[src/rtl/mul_8bits_seq.sv]
// ---------------------------------------------------------------------------
// mul_8bits_seq.sv
// Sequential 8x8 unsigned shift-and-add multiplier. One 8-bit ripple adder
// is reused for eight iterations to build a 16-bit product, with a
// start/busy/done handshake for the ALU.
//
// Modules in this file:
//   adder_8bits   : combinational 8-bit adder with carry in/out
//   mul_8bits_seq : multiplier controller (top)
//
// mul_8bits_seq ports:
//   clk   in   1   system clock, rising edge
//   rst   in   1   asynchronous active-high reset
//   start in   1   multiply request, sampled on rising clk
//   A     in   8   multiplicand, captured on an accepted start
//   B     in   8   multiplier, captured on an accepted start
//   busy  out  1   high while iterating
//   done  out  1   product valid (1-cycle pulse, or held when HOLD_DONE=1)
//   P     out  16  product {H,L}; holds its value after completion
// ---------------------------------------------------------------------------

module adder_8bits (
  input  logic [7:0] A,
  input  logic [7:0] B,
  input  logic       Cin,
  output logic [7:0] S,
  output logic       Cout
);

  // Widen both operands so the carry out falls into bit 8
  assign {Cout, S} = {1'b0, A} + {1'b0, B} + {8'b0, Cin};

endmodule

module mul_8bits_seq #(
  parameter int HOLD_DONE = 0
) (
  input  logic        clk,
  input  logic        rst,
  input  logic        start,
  input  logic [7:0]  A,
  input  logic [7:0]  B,
  output logic        busy,
  output logic        done,
  output logic [15:0] P
);

  localparam logic [1:0] IDLE = 2'd0;
  localparam logic [1:0] RUN  = 2'd1;
  localparam logic [1:0] DONE = 2'd2;

  logic [1:0] state;
  logic [7:0] m;
  logic [7:0] h;
  logic [7:0] l;
  logic [2:0] cnt;

  logic [7:0] addend;
  logic [7:0] sum;
  logic       carry;

  // Partial product for this iteration: add the multiplicand only when the
  // current low multiplier bit is set
  assign addend = l[0] ? m : 8'h00;

  adder_8bits u_adder (
    .A    (h),
    .B    (addend),
    .Cin  (1'b0),
    .S    (sum),
    .Cout (carry)
  );

  // Control and datapath registers. A new request is taken in IDLE and in
  // DONE so back-to-back multiplies run without an idle bubble; requests
  // arriving while iterating are ignored.
  always_ff @(posedge clk or posedge rst) begin
    if (rst) begin
      state <= IDLE;
      m     <= 8'h00;
      h     <= 8'h00;
      l     <= 8'h00;
      cnt   <= 3'd0;
      done  <= 1'b0;
    end else begin
      case (state)
        IDLE: begin
          if (start) begin
            m     <= A;
            h     <= 8'h00;
            l     <= B;
            cnt   <= 3'd0;
            done  <= 1'b0;
            state <= RUN;
          end
        end
        RUN: begin
          // 17-bit {carry,sum,l} shifted right by one: the carry becomes
          // the top accumulator bit and the consumed multiplier bit drops out
          {h, l} <= {carry, sum, l[7:1]};
          cnt    <= cnt + 3'd1;
          if (cnt == 3'd7) begin
            state <= DONE;
            done  <= 1'b1;
          end
        end
        DONE: begin
          if (start) begin
            m     <= A;
            h     <= 8'h00;
            l     <= B;
            cnt   <= 3'd0;
            done  <= 1'b0;
            state <= RUN;
          end else if (HOLD_DONE == 0) begin
            done  <= 1'b0;
            state <= IDLE;
          end
        end
        default: begin
          state <= IDLE;
          done  <= 1'b0;
        end
      endcase
    end
  end

  assign busy = (state == RUN);
  assign P    = {h, l};

endmodule

[config.mk]
export PLATFORM = sky130hd
export DESIGN_NAME = mul_8bits_seq
export DESIGN_NICKNAME = d
export VERILOG_FILES = /design/src/rtl/mul_8bits_seq.sv
export SDC_FILE = /design/constraint.sdc
export NUM_CORES = 1
export LEC_CHECK = 0
export ABC_AREA = 1
export CORE_ASPECT_RATIO = 0.75
export CORE_MARGIN = 3
export CORE_UTILIZATION = 45
export CTS_CLUSTER_SIZE = 12
export DETAILED_ROUTE_END_ITERATION = 8
export PLACE_DENSITY = 0.76
export SLEW_MARGIN = 20
export SYNTH_ARGS = -nofsm -noshare
export SYNTH_HDL_FRONTEND = slang
export SYNTH_SLANG_ARGS = --single-unit
[constraint.sdc]
create_clock -name clk -period 2.3 [get_ports clk]
set_clock_uncertainty 0.1 [all_clocks]
set_input_delay 0.46 -clock clk [delete_from_list [all_inputs] [get_ports clk]]
set_output_delay 0.46 -clock clk [all_outputs]
set_load 0.02 [all_outputs]
==> results.sh, run 1 <==
export IMPL_syn_avg_cell_area_um2=8.81
export IMPL_grt_pass1_vias=1301
export IMPL_die_x_um=75.7
export IMPL_r2r_slack_ns=0.32
export IMPL_antenna_left=0
export IMPL_grt_start_max_net_pins=30
export IMPL_synth_top_area_frac=0.443
export IMPL_dp_hpwl_um=2520
export IMPL_synth_area_um2=1640
export IMPL_path_common_cell="inv_1"
export IMPL_tightest_slew_ns=0.362
export IMPL_rows=18
export IMPL_cpLargestDelayFamily="buffers and inverters"
export IMPL_cp_data_arrival_time_ns=1.51
export IMPL_pre_cts_slack_ns=0.371
export IMPL_syn_to_final_growth_pct=28.8
export IMPL_worst_slack_ns=0.227
export IMPL_wl_per_cell_um=12.8
export IMPL_vias_per_cell=5.07
export IMPL_grt_pass1_wl_um=5730
export IMPL_yosys_area_top_type="dfrtp_1"
export IMPL_crit_type="reg2out"
export IMPL_diodes=0
export IMPL_min_path_type="reg2reg"
export IMPL_cts_resized_gates=0
export IMPL_setup_tns_ns=0
export IMPL_ios=37
export IMPL_cts_root_buffer="clkbuf_8"
export IMPL_fill_cells=291
export IMPL_timing_fmax_mhz=482
export IMPL_final_setup_viol_count=0
export IMPL_max_stage_delay_ns=0.60
export IMPL_worstPathCellList="inv_1 > nand2_4 > inv_1 > clkdlybuf4s50_1"
export IMPL_drv_cap=0
export IMPL_slew_viol_final=0
export IMPL_clock_sinks=29
export IMPL_start_util=0.485
export IMPL_rsz0062_at_grt="false"
export IMPL_cts_buffers=5
export IMPL_yosysSeqAreaShare=0.443
export IMPL_die_h_um=58.2
export IMPL_period_share=0.901
export IMPL_synth_seq_cells=29
export IMPL_cp_max_fo=5
export IMPL_clk_pin_slew_ns=0.06
export IMPL_post_cts_buffers=0
export IMPL_p_leak_nw=1.06
export IMPL_hold_buffers=0
export IMPL_antenna_found_initial=0
export IMPL_finalPower_mw=3.39
export IMPL_path_buf_inv=3
export IMPL_finalHoldViolations=0
export IMPL_ir_worst_vdd_v=0.000852
export IMPL_clk_latency_ns=0.27
export IMPL_nets=258
export IMPL_synthCells=186
export IMPL_place_congestion=0.832
export IMPL_htreeDepth=2
export IMPL_tritoncts="built"
export IMPL_dieArea_um2=4410
export IMPL_drc=0
export IMPL_syn_nets=216
export IMPL_drive_gt1_frac=0.114
export IMPL_maxSlewHeadroom=0.758
export IMPL_wirelength_um=3420
export IMPL_grt_overflow=0
export IMPL_port_buffers=36
export IMPL_slowest_stage="clkdlybuf4s50_1"
export IMPL_yosys_warnings=0
export IMPL_clk_path_buf_depth=2
export IMPL_fp_coreArea_um2=3380
export IMPL_synthTopCellsByArea="dfrtp_1 (44%), nand2_1 (14%), ha_1 (7.6%)"
export IMPL_cp_required_ns=1.74
export IMPL_synth_distinct_cells=25
export IMPL_cp_start_kind="flop"
export IMPL_via_count=1360
export IMPL_drt_initial_drc_count=71
export IMPL_powerDensity_nw_per_um2=1610
export IMPL_dr_pass1_iters=4
export IMPL_crit_path_end_kind="primary output"
export IMPL_grtUsageTotal=0.174
export IMPL_outcome="finished clean"
export IMPL_period_needed_ns=2.07
-- metal layers --
layer | GRT usage | wire length, um
met1 | 0.248 | 1610
met2 | 0.251 | 1550
met3 | 0.0468 | 217
met4 | 0.0723 | 41
met5 | 0 | 0
-- cell type report --
type	instances	area, um^2	area share
Multi-Input combinational cell	129	767	0.364
Clock buffer	7	86.3	0.0409
Timing Repair Buffer	39	383	0.181
Tap cell	40	50.0	0.0237
Inverter	24	97.6	0.0463
Sequential cell	29	726	0.344
-- metrics by stage --
step	area, um^2	hold slack [ns]	cells	util
finish	2110	0.386	268	0.624
global route	2110	0.408	268	0.624
CTS	2110	0.383	268	0.624
detailed placement	2020	0.375	261	0.599
global placement	2020	0.374	261	0.599
floorplan	1640	0.352	186	-
-- cells in the final DEF (no fill, tap or decap) --
master / n
a31oi_1: 7
or2_2: 1
a22o_1: 3
fa_1: 1
a31oi_2: 1
nand2_1: 59
inv_1: 22
dfrtp_1: 29
nand3b_1: 1
clkdlybuf4s50_1: 36
nand3_1: 9
a21oi_2: 1
clkbuf_1: 1
nand2_4: 1
inv_2: 1
buf_4: 3
nor2_1: 14
ha_1: 10
a21oi_1: 4
mux2_2: 8
nand2_8: 2
nor2_2: 1
o21ai_1: 2
inv_8: 1
clkbuf_8: 6
o21ai_0: 4
-- worst register-to-register path, stage by stage (launching register included) --
cell and delay (ns):
dfrtp_1 0.49, nand2_1 0.12, inv_1 0.05, ha_1 0.21, fa_1 0.38, nand2_1 0.10
nand2_1 0.08, nand2_1 0.09, nor2_1 0.04, o21ai_0 0.15, nand2_1 0.06
-- worst paths after layout --
path                        start  endpoint  cells after the start
max reg2reg                  l[0]      h[7]                     10
max in group asynchronous     rst      h[3]                      3
min reg2reg                cnt[0]    cnt[0]                      1
min in group asynchronous     rst      h[6]                      3
min                        cnt[0]    cnt[0]                      1
max                          done      busy                      4
-- cells in the mapped netlist, drive strengths merged --
cell,number
a22o,3
nand3b,1
o21ai,6
nand3,9
nor2,15
a21oi,5
nand2,62
mux2,8
a31oi,8
inv,24
fa,1
or2,1
ha,10
buf,4
dfrtp,29
-- cell families after synthesis --
group,share of synthesized area
mux,0.0550
buf+inv,0.0886
simple gates,0.238
compound gates,0.0863
fa+ha+maj,0.0886
flops,0.443
-- power breakdown --
| group | switching, mW | internal [mW] | total (mW) |
|---|---|---|---|
| Sequential | 0.208 | 0.781 | 0.989 |
| Clock | 0.173 | 0.237 | 0.410 |
| Combinational | 1.12 | 0.879 | 2.00 |
| Total | 1.50 | 1.90 | 3.39 |
-- registers in the layout, indices dropped and copies added, names as in the netlist --
name   flops
l          8
state      1
done       1
m          8
cnt        3
h          8
Power figures use the tool's default switching activity.
==> run 2: changes to the inputs <==
SLEW_MARGIN = not set   (was 20)
==> results of run 2 <==
No change in the layout: final DEF, timing and power equal those of run 1.
==> RTL change, RTL diff (flow settings as in run 1) <==
`HOLD_DONE`: 0 -> 1.
--- a/src/rtl/mul_8bits_seq.sv
+++ b/src/rtl/mul_8bits_seq.sv
@@ -33,7 +33,7 @@
 endmodule
 
 module mul_8bits_seq #(
-  parameter int HOLD_DONE = 0
+  parameter int HOLD_DONE = 1
 ) (
   input  logic        clk,
   input  logic        rst,
Check against the original RTL: same outputs for any inputs over 4 cycles, from zero or initial values and one cycle with rst high; that may be too few to reach the edited logic, so the function may still have changed.
==> RTL change against run 1 <==
  * Sequential cell count is the same
  * Total power is 1.7% lower
  * Area after synthesis down 4.0%
  * Worst setup slack got worse by 0.026 ns
  * Combinational power decreased by 3%
  * Cell count decreased by 0.75%
  * Final area down 2.0%
  * Wire length is 7.2% higher
==> RTL change: results (changes against run 1) <==
- Outcome: completed (unchanged)
- XOR/XNOR Fraction of Synth Area: 0% (unchanged)
- Total power draw: 3.34 mW (was 3.39 mW)
- Worst-case reg-to-reg path depth: 10 (unchanged)
- WL met3: 229 µm (was 217 µm)
- Psw: 1.51 mW (was 1.50 mW)
- WL/cell: 13.8 µm (was 12.8 µm)
- Placed Area: 1980 µm² (was 2020 µm²)
- Worst Path Arrival: 1.54 ns (was 1.51 ns)
- Comb group: 1.94 mW (was 2.00 mW)
- Initial drt markers: 59 (was 71)
- Leak: 1.06 nW (about the same)
- Pre-CTS WS: 0.285 ns (was 0.371 ns)
- Routed length on met1: 1.61 mm (about the same)
- Headroom to the max-slew limit: 75.8% (about the same)
- Post-synthesis adder-cell area fraction: 9.24% (was 8.86%)
- Vias in the first global route: 1422 (was 1301)
- Register area share after synthesis: 46.2% (was 44.3%)
- Share of layout cells above drive strength 1: 11.0% (was 11.4%)
- Post-Syn Area per Cell: 8.49 µm² (was 8.81 µm²)
- Maximum VDD drop: 792 µV (was 852 µV)
- Synth Net Count: 215 (was 216)
- Met2 routed WL: 1.75 mm (was 1.55 mm)
- Mux cell area share after synthesis: 5.73% (was 5.50%)
- First-pass GRT wire length: 6.32 mm (was 5.73 mm)
- R2R Path End: h[5]$_DFFE_PP0P_ (was h[7]$_DFFE_PP0P_)
- Post-synth cell types: 21 (was 25)
- Top cells by count, synth: nand2_1, dfrtp_1, inv_1 (unchanged)
- Skew-Pair Late Insertion Delay: 0.28 ns
- # fillers: 265 (was 291)
- Fin crit period: 2.10 ns (was 2.07 ns)
- Total track usage: 19.4% (was 17.4%)
- Met2 Use GR: 31.1% (was 25.1%)
- Drt via density: 5.21 (was 5.07)
- Post-detail-place hpwl: 2.82 mm (was 2.52 mm)
- Sequential share of power: 29.7% (was 29.1%)
- Flop-to-flop setup slack: 0.24 ns (was 0.32 ns)
- Global-route met3 utilization: 5.11% (was 4.68%)
- Routed WL: 3.67 mm (was 3.42 mm)
- Inst Count DP: 258 (was 261)
- Crit. Startpoint: state[1]$_DFFE_PP0P_ (was done$_DFFE_PP0P_)
- Complex-gate fraction of the synthesized area: 8.20% (was 8.63%)
- Top cells by area, synth: dfrtp_1, nand2_1, ha_1 (unchanged)
[RTL change: cell count changes after synthesis, moves of 2 or more]
cell             run 1  this run
inv_1               22        19
buf_6                2         0
nand2_8              2         0
o21ai_0              4         1
clkbuf_1             0         2
nand3_1              9        11
[RTL change: worst min-delay path by stage]
stage	to	slack, ns	cells after the start
finish	cnt[0]$_DFFE_PP0P_	0.39	1
global route	cnt[0]$_DFFE_PP0P_	0.40	1
CTS	cnt[0]$_DFFE_PP0P_	0.39	1
detailed placement	cnt[0]$_DFFE_PP0P_	0.38	1
global placement	cnt[0]$_DFFE_PP0P_	0.36	1
floorplan	cnt[0]$_DFFE_PP0P_	0.35	1
[RTL change: cell type report]
cell class | count | area, µm² | share of cell area [%]
clock buffers | 5 | 68.8 | 3.33
clock inverters | 3 | 17.5 | 0.847
inverters | 21 | 78.8 | 3.81
multi-input cells | 131 | 747 | 36.1
flip-flops and latches | 29 | 726 | 35.1
well taps | 38 | 47.5 | 2.30
repair buffers | 39 | 383 | 18.5
